File: config.mk
export PLATFORM = sky130hd
export DESIGN_NAME = imem_loader
export DESIGN_NICKNAME = d
export VERILOG_FILES = /design/src/rtl/imem_loader_pkg.sv /design/src/rtl/imem_loader_byte_packer.sv /design/src/rtl/imem_loader.sv
export SDC_FILE = /design/constraint.sdc
export NUM_CORES = 1
export LEC_CHECK = 0
export ABC_CLOCK_PERIOD_IN_PS = 3200
export CORE_MARGIN = 4
export CORE_UTILIZATION = 47
export DETAILED_ROUTE_END_ITERATION = 10
export PLACE_DENSITY = 0.76
export SYNTH_ARGS = -nofsm -noshare
export SYNTH_HDL_FRONTEND = slang
export SYNTH_SLANG_ARGS = --single-unit
File: constraint.sdc
create_clock -name clk -period 3.2 [get_ports clk]
set_clock_uncertainty 0.15 [all_clocks]
set_input_delay 0.64 -clock clk [delete_from_list [all_inputs] [get_ports clk]]
set_output_delay 0.64 -clock clk [all_outputs]
set_load 0.01 [all_outputs]
File: src/rtl/imem_loader_pkg.sv
// Shared types and widths for the instruction-memory loader.
// The state set and field widths are common to the top level and the byte packer.
package imem_loader_pkg;

    localparam int BYTE_W   = 8;
    localparam int WORD_W   = 32;
    localparam int WCOUNT_W = 16;
    localparam int CSUM_W   = 8;
    localparam int ADDR_W   = 64;

    typedef enum logic [2:0] {
        IDLE = 3'd0,
        LEN0 = 3'd1,
        LEN1 = 3'd2,
        DATA = 3'd3,
        CSUM = 3'd4,
        DONE = 3'd5,
        ERR  = 3'd6
    } state_t;

    // States in which the loader is part-way through a session and takes bytes.
    function automatic logic session_active(input state_t s);
        return (s == LEN0) || (s == LEN1) || (s == DATA) || (s == CSUM);
    endfunction

    // States from which a start pulse opens a new session.
    function automatic logic start_allowed(input state_t s);
        return (s == IDLE) || (s == DONE) || (s == ERR);
    endfunction

endpackage

File: src/rtl/imem_loader_byte_packer.sv
// Little-endian byte-to-word assembler. It holds a 2-bit byte counter and a
// 32-bit assembly register, and flags the cycle in which the 4th byte arrives.
module byte_packer
    import imem_loader_pkg::*;
(
    input  logic              clk,
    input  logic              reset,
    input  logic              clear,
    input  logic              byte_en,
    input  logic [BYTE_W-1:0] byte_data,
    output logic              word_done,
    output logic [WORD_W-1:0] word
);

    logic [1:0]        cnt_reg;
    logic [1:0]        cnt_next;
    logic [WORD_W-1:0] asm_reg;
    logic [WORD_W-1:0] asm_next;

    // The incoming byte lands in the lane selected by the counter; the other
    // lanes keep their contents. The complete word is visible on asm_next in
    // the same cycle as the final byte so the caller can register it directly.
    generate
        for (genvar gi = 0; gi < 4; gi++) begin : g_lane
            always_comb begin
                asm_next[gi*BYTE_W +: BYTE_W] = asm_reg[gi*BYTE_W +: BYTE_W];
                if (cnt_reg == 2'(gi)) begin
                    asm_next[gi*BYTE_W +: BYTE_W] = byte_data;
                end
            end
        end
    endgenerate

    always_comb begin
        cnt_next = cnt_reg;
        if (byte_en) begin
            cnt_next = cnt_reg + 2'd1;
        end
    end

    always_ff @(posedge clk or posedge reset) begin
        if (reset) begin
            cnt_reg <= 2'd0;
            asm_reg <= '0;
        end else if (clear) begin
            cnt_reg <= 2'd0;
            asm_reg <= '0;
        end else if (byte_en) begin
            cnt_reg <= cnt_next;
            asm_reg <= asm_next;
        end
    end

    assign word_done = byte_en && (cnt_reg == 2'd3);
    assign word      = asm_next;

endmodule

File: src/rtl/imem_loader.sv
// Boot-time instruction-memory loader: length header, little-endian word stream,
// XOR checksum trailer. Holds the core in reset until a session completes cleanly.
module imem_loader
    import imem_loader_pkg::*;
#(
    parameter int          IMEM_WORDS = 256,
    parameter logic [63:0] BASE_ADDR  = 64'h0
) (
    input  logic              clk,
    input  logic              reset,
    input  logic              start,
    input  logic              in_valid,
    input  logic [BYTE_W-1:0] in_data,
    output logic              in_ready,
    output logic              imem_we,
    output logic [ADDR_W-1:0] imem_addr,
    output logic [WORD_W-1:0] imem_wdata,
    output logic              core_hold,
    output logic              busy,
    output logic              done,
    output logic              err
);

    // One extra bit over the address range so a count of exactly IMEM_WORDS fits.
    localparam int IDX_W = $clog2(IMEM_WORDS + 1);

    state_t              state_reg;
    state_t              state_next;
    logic [IDX_W-1:0]    idx_reg;
    logic [WCOUNT_W-1:0] count_reg;
    logic [CSUM_W-1:0]   csum_reg;
    logic                we_reg;
    logic [ADDR_W-1:0]   addr_reg;
    logic [WORD_W-1:0]   wdata_reg;

    logic                byte_fire;
    logic                start_accept;
    logic                data_fire;
    logic                word_done;
    logic [WORD_W-1:0]   word;
    logic [WCOUNT_W-1:0] count_full;
    logic                count_too_big;
    logic                count_zero;
    logic                last_word;

    assign in_ready     = session_active(state_reg);
    assign byte_fire    = in_valid && in_ready;
    assign start_accept = start && start_allowed(state_reg);
    assign data_fire    = byte_fire && (state_reg == DATA);

    // The high length byte is still on in_data while LEN1 decides where to go.
    assign count_full    = {in_data, count_reg[BYTE_W-1:0]};
    assign count_too_big = 32'(count_full) > 32'(IMEM_WORDS);
    assign count_zero    = (count_full == '0);
    assign last_word     = 32'(idx_reg) == (32'(count_reg) - 32'd1);

    byte_packer u_packer (
        .clk       (clk),
        .reset     (reset),
        .clear     (start_accept),
        .byte_en   (data_fire),
        .byte_data (in_data),
        .word_done (word_done),
        .word      (word)
    );

    always_comb begin
        state_next = state_reg;
        case (state_reg)
            IDLE, DONE, ERR: begin
                if (start) begin
                    state_next = LEN0;
                end
            end
            LEN0: begin
                if (byte_fire) begin
                    state_next = LEN1;
                end
            end
            LEN1: begin
                if (byte_fire) begin
                    if (count_too_big) begin
                        state_next = ERR;
                    end else if (count_zero) begin
                        state_next = CSUM;
                    end else begin
                        state_next = DATA;
                    end
                end
            end
            DATA: begin
                if (data_fire && word_done && last_word) begin
                    state_next = CSUM;
                end
            end
            CSUM: begin
                if (byte_fire) begin
                    state_next = (in_data == csum_reg) ? DONE : ERR;
                end
            end
            default: state_next = IDLE;
        endcase
    end

    always_ff @(posedge clk or posedge reset) begin
        if (reset) begin
            state_reg <= IDLE;
        end else begin
            state_reg <= state_next;
        end
    end

    always_ff @(posedge clk or posedge reset) begin
        if (reset) begin
            idx_reg   <= '0;
            count_reg <= '0;
            csum_reg  <= '0;
        end else if (start_accept) begin
            idx_reg   <= '0;
            count_reg <= '0;
            csum_reg  <= '0;
        end else if (byte_fire) begin
            case (state_reg)
                LEN0: count_reg[BYTE_W-1:0]        <= in_data;
                LEN1: count_reg[WCOUNT_W-1:BYTE_W] <= in_data;
                DATA: begin
                    csum_reg <= csum_reg ^ in_data;
                    if (word_done) begin
                        idx_reg <= idx_reg + 1'b1;
                    end
                end
                default: ;
            endcase
        end
    end

    // Address and data only move on a write, so they hold between strobes.
    always_ff @(posedge clk or posedge reset) begin
        if (reset) begin
            we_reg    <= 1'b0;
            addr_reg  <= '0;
            wdata_reg <= '0;
        end else begin
            we_reg <= data_fire && word_done;
            if (data_fire && word_done) begin
                addr_reg  <= BASE_ADDR + (64'(idx_reg) << 2);
                wdata_reg <= word;
            end
        end
    end

    assign imem_we    = we_reg;
    assign imem_addr  = addr_reg;
    assign imem_wdata = wdata_reg;
    assign busy       = session_active(state_reg);
    assign done       = (state_reg == DONE);
    assign err        = (state_reg == ERR);
    assign core_hold  = (state_reg != DONE);

endmodule
# ---- Word level (Yosys, flattened, before mapping)
# Index checks and enable logic that the tools add are counted.
dict set report op_classes {
  n_addsub 3
  reduce_logical 26
  n_lt_le_gt_ge 1
  n_mux 28
  n_eq_ne 17
  bitwise 1
}
# op n
set ops {}
lappend ops {{$mux 8} 9}
lappend ops {{$mux 32} 2}
lappend ops {{$mux 9} 4}
lappend ops {{$eq 9x32->1} 1}
lappend ops {{$mux 16} 2}
lappend ops {{$mux 3} 7}
lappend ops {{$sub 16x1->17 const B} 1}
lappend ops {{$gt 16x9->1 const B} 1}
lappend ops {{$logic_not 16->1} 1}
lappend ops {{$pmux 3 s5} 1}
lappend ops {{$reduce_bool 2->1} 6}
lappend ops {{$add 9x1->9 const B} 1}
lappend ops {{$eq 3x3->1 const B} 3}
lappend ops {{$eq 8x8->1} 1}
lappend ops {{$ne 2x2->1 const B} 4}
lappend ops {{$xor 8x8->8} 1}
lappend ops {{$eq 3x2->1 const B} 2}
lappend ops {{$logic_and 1x1->1} 6}
lappend ops {{$mux 2} 3}
lappend ops {{$reduce_and 2->1} 3}
lappend ops {{$logic_or 1x1->1} 5}
lappend ops {{$reduce_and 5->1} 1}
lappend ops {{$eq 2x2->1 const B} 2}
lappend ops {{$eq 3x1->1 const B} 1}
lappend ops {{other kinds (8)} 8}
dict set report totals {
  input_bits 12
  register_bits 112
  elab_cells 86
  output_inout_bits 102
}

# ---- Logic depth before layout (Yosys ltp)
dict set report depth {
  ltp_word 11
  ltp_mapped 9
  mapped_depth_nobuf 8
}

# ---- Modules after synthesis
# Synthesis repeated with hierarchy kept, for this count alone.
dict set report hier_totals {
  cells_unflattened 668
  area_unflattened_um2 6256.0
}
# mod seq_area_each_um2 cells_per_inst instances area_per_inst_um2
set by_module_without_submodules {}
lappend by_module_without_submodules {imem_loader 1951.9 503 1 4274.1}
lappend by_module_without_submodules {byte_packer 850.8 165 1 1981.9}

# ---- Worst setup path after synthesis
# No wires, ideal clock.
dict set report synth_path {
  path_kind {register -> register}
  from {register count_reg[0]}
  to {register state_reg[1]}
  path_stages_with_launch 10
  t_required_ns 2.916
  arrival_time_ns 1.794
  synth_period_minus_slack_ns 2.078
  setup_time_ns 0.134
  n_path_buf 1
  slack_ns 1.122
  path_cell_list {dfrtp_1 -> inv_1 -> ha_1 -> buf_2 -> and2b_2 -> xnor2_1 -> nand4b_1 -> a211oi_1 -> and4b_4 -> o211ai_1}
}
dict set report synth_via {
  elab_chain_cells 5
  word_cells_on_any_way 11
  cone_classes {1 x add/sub; 1 x order compare; 2 x eq/ne; 4 x mux; 3 x reduce/logical}
}
# element line
set synth_rtl {}
lappend synth_rtl {{start: declaration} imem_loader.sv:30} ;# logic [WCOUNT_W-1:0] count_reg;
lappend synth_rtl {{start signal: indexed assignment} imem_loader.sv:124} ;# LEN0: count_reg[BYTE_W-1:0] <= in_data;
lappend synth_rtl {{start signal: indexed assignment} imem_loader.sv:125} ;# LEN1: count_reg[WCOUNT_W-1:BYTE_W] <= in_data;
lappend synth_rtl {{$sub 16x1->17 / $logic_not 16->1 (equally long branches)} {imem_loader.sv:55, imem_loader.sv:54}}
lappend synth_rtl {{$eq 9x32->1 / $mux 3 (equally long branches)} {imem_loader.sv:55, imem_loader.sv:84}}
lappend synth_rtl {{$logic_and 1x1->1 / $mux 3 (equally long branches)} {imem_loader.sv:92, imem_loader.sv:82}}
lappend synth_rtl {{$ne 2x1->1 (no line) / $mux 3 (equally long branches)} --}
lappend synth_rtl {{$reduce_and 5->1 (no line) / $pmux 3 s5 (equally long branches)} --}
lappend synth_rtl {{end signal: assignment} imem_loader.sv:109} ;# state_reg <= state_next;
lappend synth_rtl {{end: declaration} imem_loader.sv:27} ;# state_t state_reg;
# Parallel ways exist; a longest one is shown, timed or not. The select of a mux whose other input is x is not followed.
# A chain may end at the register's enable or synchronous reset.

# ---- Worst setup path after layout
dict set report layout_path {
  from {register state_reg[0]}
  to {output port busy}
}
dict set report layout_via {
  elab_chain_cells 4
  word_cells_on_any_way 7
  cone_classes {4 x eq/ne; 3 x reduce/logical}
}
# element line
set layout_rtl {}
lappend layout_rtl {{$eq 3x1->1 / $eq 3x2->1 (equally long branches)} imem_loader_pkg.sv:23} ;# return (s == LEN0) || (s == LEN1) || (s == DATA) || (s == CSUM);
lappend layout_rtl {{$logic_or 1x1->1 (2 in series)} imem_loader_pkg.sv:23}
lappend layout_rtl {{$logic_or 1x1->1 *} imem_loader_pkg.sv:23}
lappend layout_rtl {{end: declaration} imem_loader.sv:19} ;# output logic busy,
# Mark *: on every way between the ends. The rest lies on a longest branch, timed or not.

==> impl_metrics.csv <==
group,metric,value,unit
status,outcome,"finished clean",
grt,grt-ovfl-total,0,
floorplan,io_pins,114,
power_and_ir_drop,powerDensity,775,nW/µm²
timing,holdWs,328,ps
floorplan,die_h,117,µm
finish,n_antenna_cell,0,
clock_network,cts_made_buffers,9,
logic_synthesis,yosys.area_share.simple,0.203,
clock_network,postCtsResizedCells,0,
grt,grt_first_pass_wirelength,21900,µm
grt,antenna_found_initial,0,
logic_synthesis,synth_top_family_by_area,"simple AND/OR/NAND/NOR gates",
min_path,holdPathEnd,"imem_addr[6]$_DFFE_PP0P_",
logic_synthesis,synth_top_cell_area_share,0.462,
route,dr.pass1.iters,5,
logic_synthesis,synth_area_leaders,"dfrtp_1 46%, nand2_1 9.9%, buf_4 7.5%",
timing,max_slew_margin,0.496,
floorplan,rows,39,
finish,drive_gt1_frac,0.0672,
min_path,hp-class,"reg2reg",
timing,period_share,0.857,
worst_setup_path,end_kind,"primary output",
clock_network,post-cts-setup-buffers,0,
placed_design,io_buffers,58,
worst_setup_path,required,2410,ps
logic_synthesis,synth-xor-area-share,0.0575,
worst_setup_path,r2r-start,"count_reg[0]$_DFFE_PP0P_",
grt,grt_use_total,0.191,
clock_network,path_clk_slew,70,ps
logic_synthesis,ys_warn_count,0,
logic_synthesis,synth_seq_area_share,0.462,
power_and_ir_drop,power.static_leakage,0.00296,µW
logic_synthesis,avgSynthCellArea,8.87,µm²
clock_network,cts_tree,"built",
worst_setup_path,rrSetupSlack,720,ps
logic_synthesis,synth_mux_area_frac,0.0426,
logic_synthesis,synth_cells,635,
clock_network,clockRootBuffer,"clkbuf_16",
logic_synthesis,ys_types,57,
worst_setup_path,crit_fanout,13,
finish,multi_input_area,2630,µm²
min_path,hold_depth,2,
logic_synthesis,syn_area,5630,µm²
floorplan,start_util,0.487,
timing,fmax,365,MHz
worst_setup_path,r2r_end,"state_reg[1]$_DFFE_PP0P_",
logic_synthesis,synth_top_cell_by_area,"dfrtp_1",
timing,final-setup-viol-count,0,
floorplan,die_w,117,µm
timing,maxSlewViolCount,0,
job,maxCapViolations,0,
timing,worst_pin_slew,757,ps
placed_design,dp_hpwl,9330,µm
worst_setup_path,r2r_cells,8,
clock_network,clk_latency,350,ps
logic_synthesis,synthFlopType,"dfrtp_1",
finish,largest_reg_flops,32,
min_path,hp-start,"imem_addr[6]$_DFFE_PP0P_",
finish,utilization,0.562,
logic_synthesis,synth_edf_count,0,
floorplan,core_area,11600,µm²
finish,syn_to_final_growth,15.4,%
clock_network,cts_hold_buf,0,
route,vias_per_cell,5.26,
route,antenna_left,0,
logic_synthesis,ys_ff_latch,104,
grt,grt_pass1_vias,4309,
finish,layout_common_cells,"148 x nand2_1, 104 x dfrtp_1, 58 x clkdlybuf4s50_1, 55 x conb_1, 43 x o21ai_0",
route,wire_per_inst,15.9,µm
timing,post-route-min-period,2740,ps
worst_setup_path,crit_type,"reg2out",
clock_network,cts.sinks,104,
route,first_iter_violations,395,
placed_design,place.gp.congestion,0.866,
logic_synthesis,synth_fa_ha_area_frac,0.0155,
finish,final_common_cell,"nand2_1",
worst_setup_path,start_kind,"flop",
grt,grt_max_degree,60,
route,via_count,4357,
timing,tns,0,ps
power_and_ir_drop,peakVddDrop,0.375,mV
floorplan,fp.dieArea,13800,µm²
route,routed_wl,13100,µm
logic_synthesis,async_reset_ff_frac,1.00,
finish,final_nets,699,
timing,rsz0062_at_grt,"false",
timing,hold_viol,0,
worst_setup_path,crit_arrival,1950,ps
finish,register_area,2600,µm²
route,post-route-drc-count,0,
clock_network,cts_max_level,3,
clock_network,clock_path_buffers,2,
logic_synthesis,synth-compound-area-share,0.108,
finish,final.fill_count,1008,
==> layout make-up <==
| cell class | instances | area share |
|---|---|---|
| Sequential cell | 104 | 0.400 |
| Clock inverter | 6 | 0.0104 |
| Multi-Input combinational cell | 478 | 0.404 |
| Inverter | 11 | 0.00693 |
| Tap cell | 143 | 0.0275 |
| Clock buffer | 10 | 0.0352 |
| Timing Repair Buffer | 76 | 0.116 |
==> worst max-delay path: stages (launching register included) <==
cell	delay (ps)
dfrtp_1	500
or3_1	450
and2_1	170
clkdlybuf4s50_1	480
==> worst max path at each step <==
stage | from | to | slack, ps | depth (start not counted)
2_1_floorplan | count_reg[0]$_DFFE_PP0P_ | state_reg[1]$_DFFE_PP0P_ | 1120 | 9
3_3_place_gp | in_valid | state_reg[1]$_DFFE_PP0P_ | 520 | 8
3_5_place_dp | in_valid | idx_reg[8]$_DFFE_PP0P_ | 470 | 9
4_1_cts | state_reg[2]$_DFFE_PP0P_ | busy | 460 | 3
5_1_grt | state_reg[0]$_DFFE_PP0P_ | busy | 390 | 3
6_report | state_reg[0]$_DFFE_PP0P_ | busy | 460 | 3
==> routing by layer <==
metal | wire [µm] | GRT usage
met2 | 6650 | 0.323
met3 | 684 | 0.0375
met5 | 0 | 0
met1 | 5610 | 0.251
met4 | 178 | 0.0564
==> where the power goes <==
group | leakage [µW] | internal [µW] | switching, µW
Sequential | 0.00142 | 1650 | 328
Clock | 0.000139 | 611 | 494
Combinational | 0.00141 | 886 | 1070
Total | 0.00296 | 3150 | 1900
==> cells in the mapped netlist, types with 3 or more instances <==
cell type    n
xor2_1      25
and3_1       4
clkbuf_1    30
nor4_1       3
buf_2        7
mux2i_1     24
a21oi_1     34
nand4b_1     3
nand2_1    149
buf_4       56
buf_1        3
nor3_1       5
ha_1         7
a211oi_1     7
nor2_1      28
o21ai_1      4
xnor2_1     12
nor2b_1      5
dfrtp_1    104
nand3_1     29
o21ai_0     43
inv_1       11
==> kinds of logic (layout without fill, tap and decap cells) <==
kind of cell,Yosys count,count (layout)
flops,104,104
other cells,1,55
xor+xnor,37,37
simple gates,248,248
buf+inv,107,103
fa+ha+maj,7,7
compound gates,107,107
mux,24,24
==> per-stage QoR <==
step	instances	setup WS [ps]	cell area [µm²]	total power (µW)
global placement	812	521	6210	3880
floorplan	689	1120	5840	3310
CTS	828	456	6500	5070
detailed placement	812	473	6210	3950
finish	828	458	6500	5040
global route	828	389	6500	5390
Power figures use the tool's default switching activity.
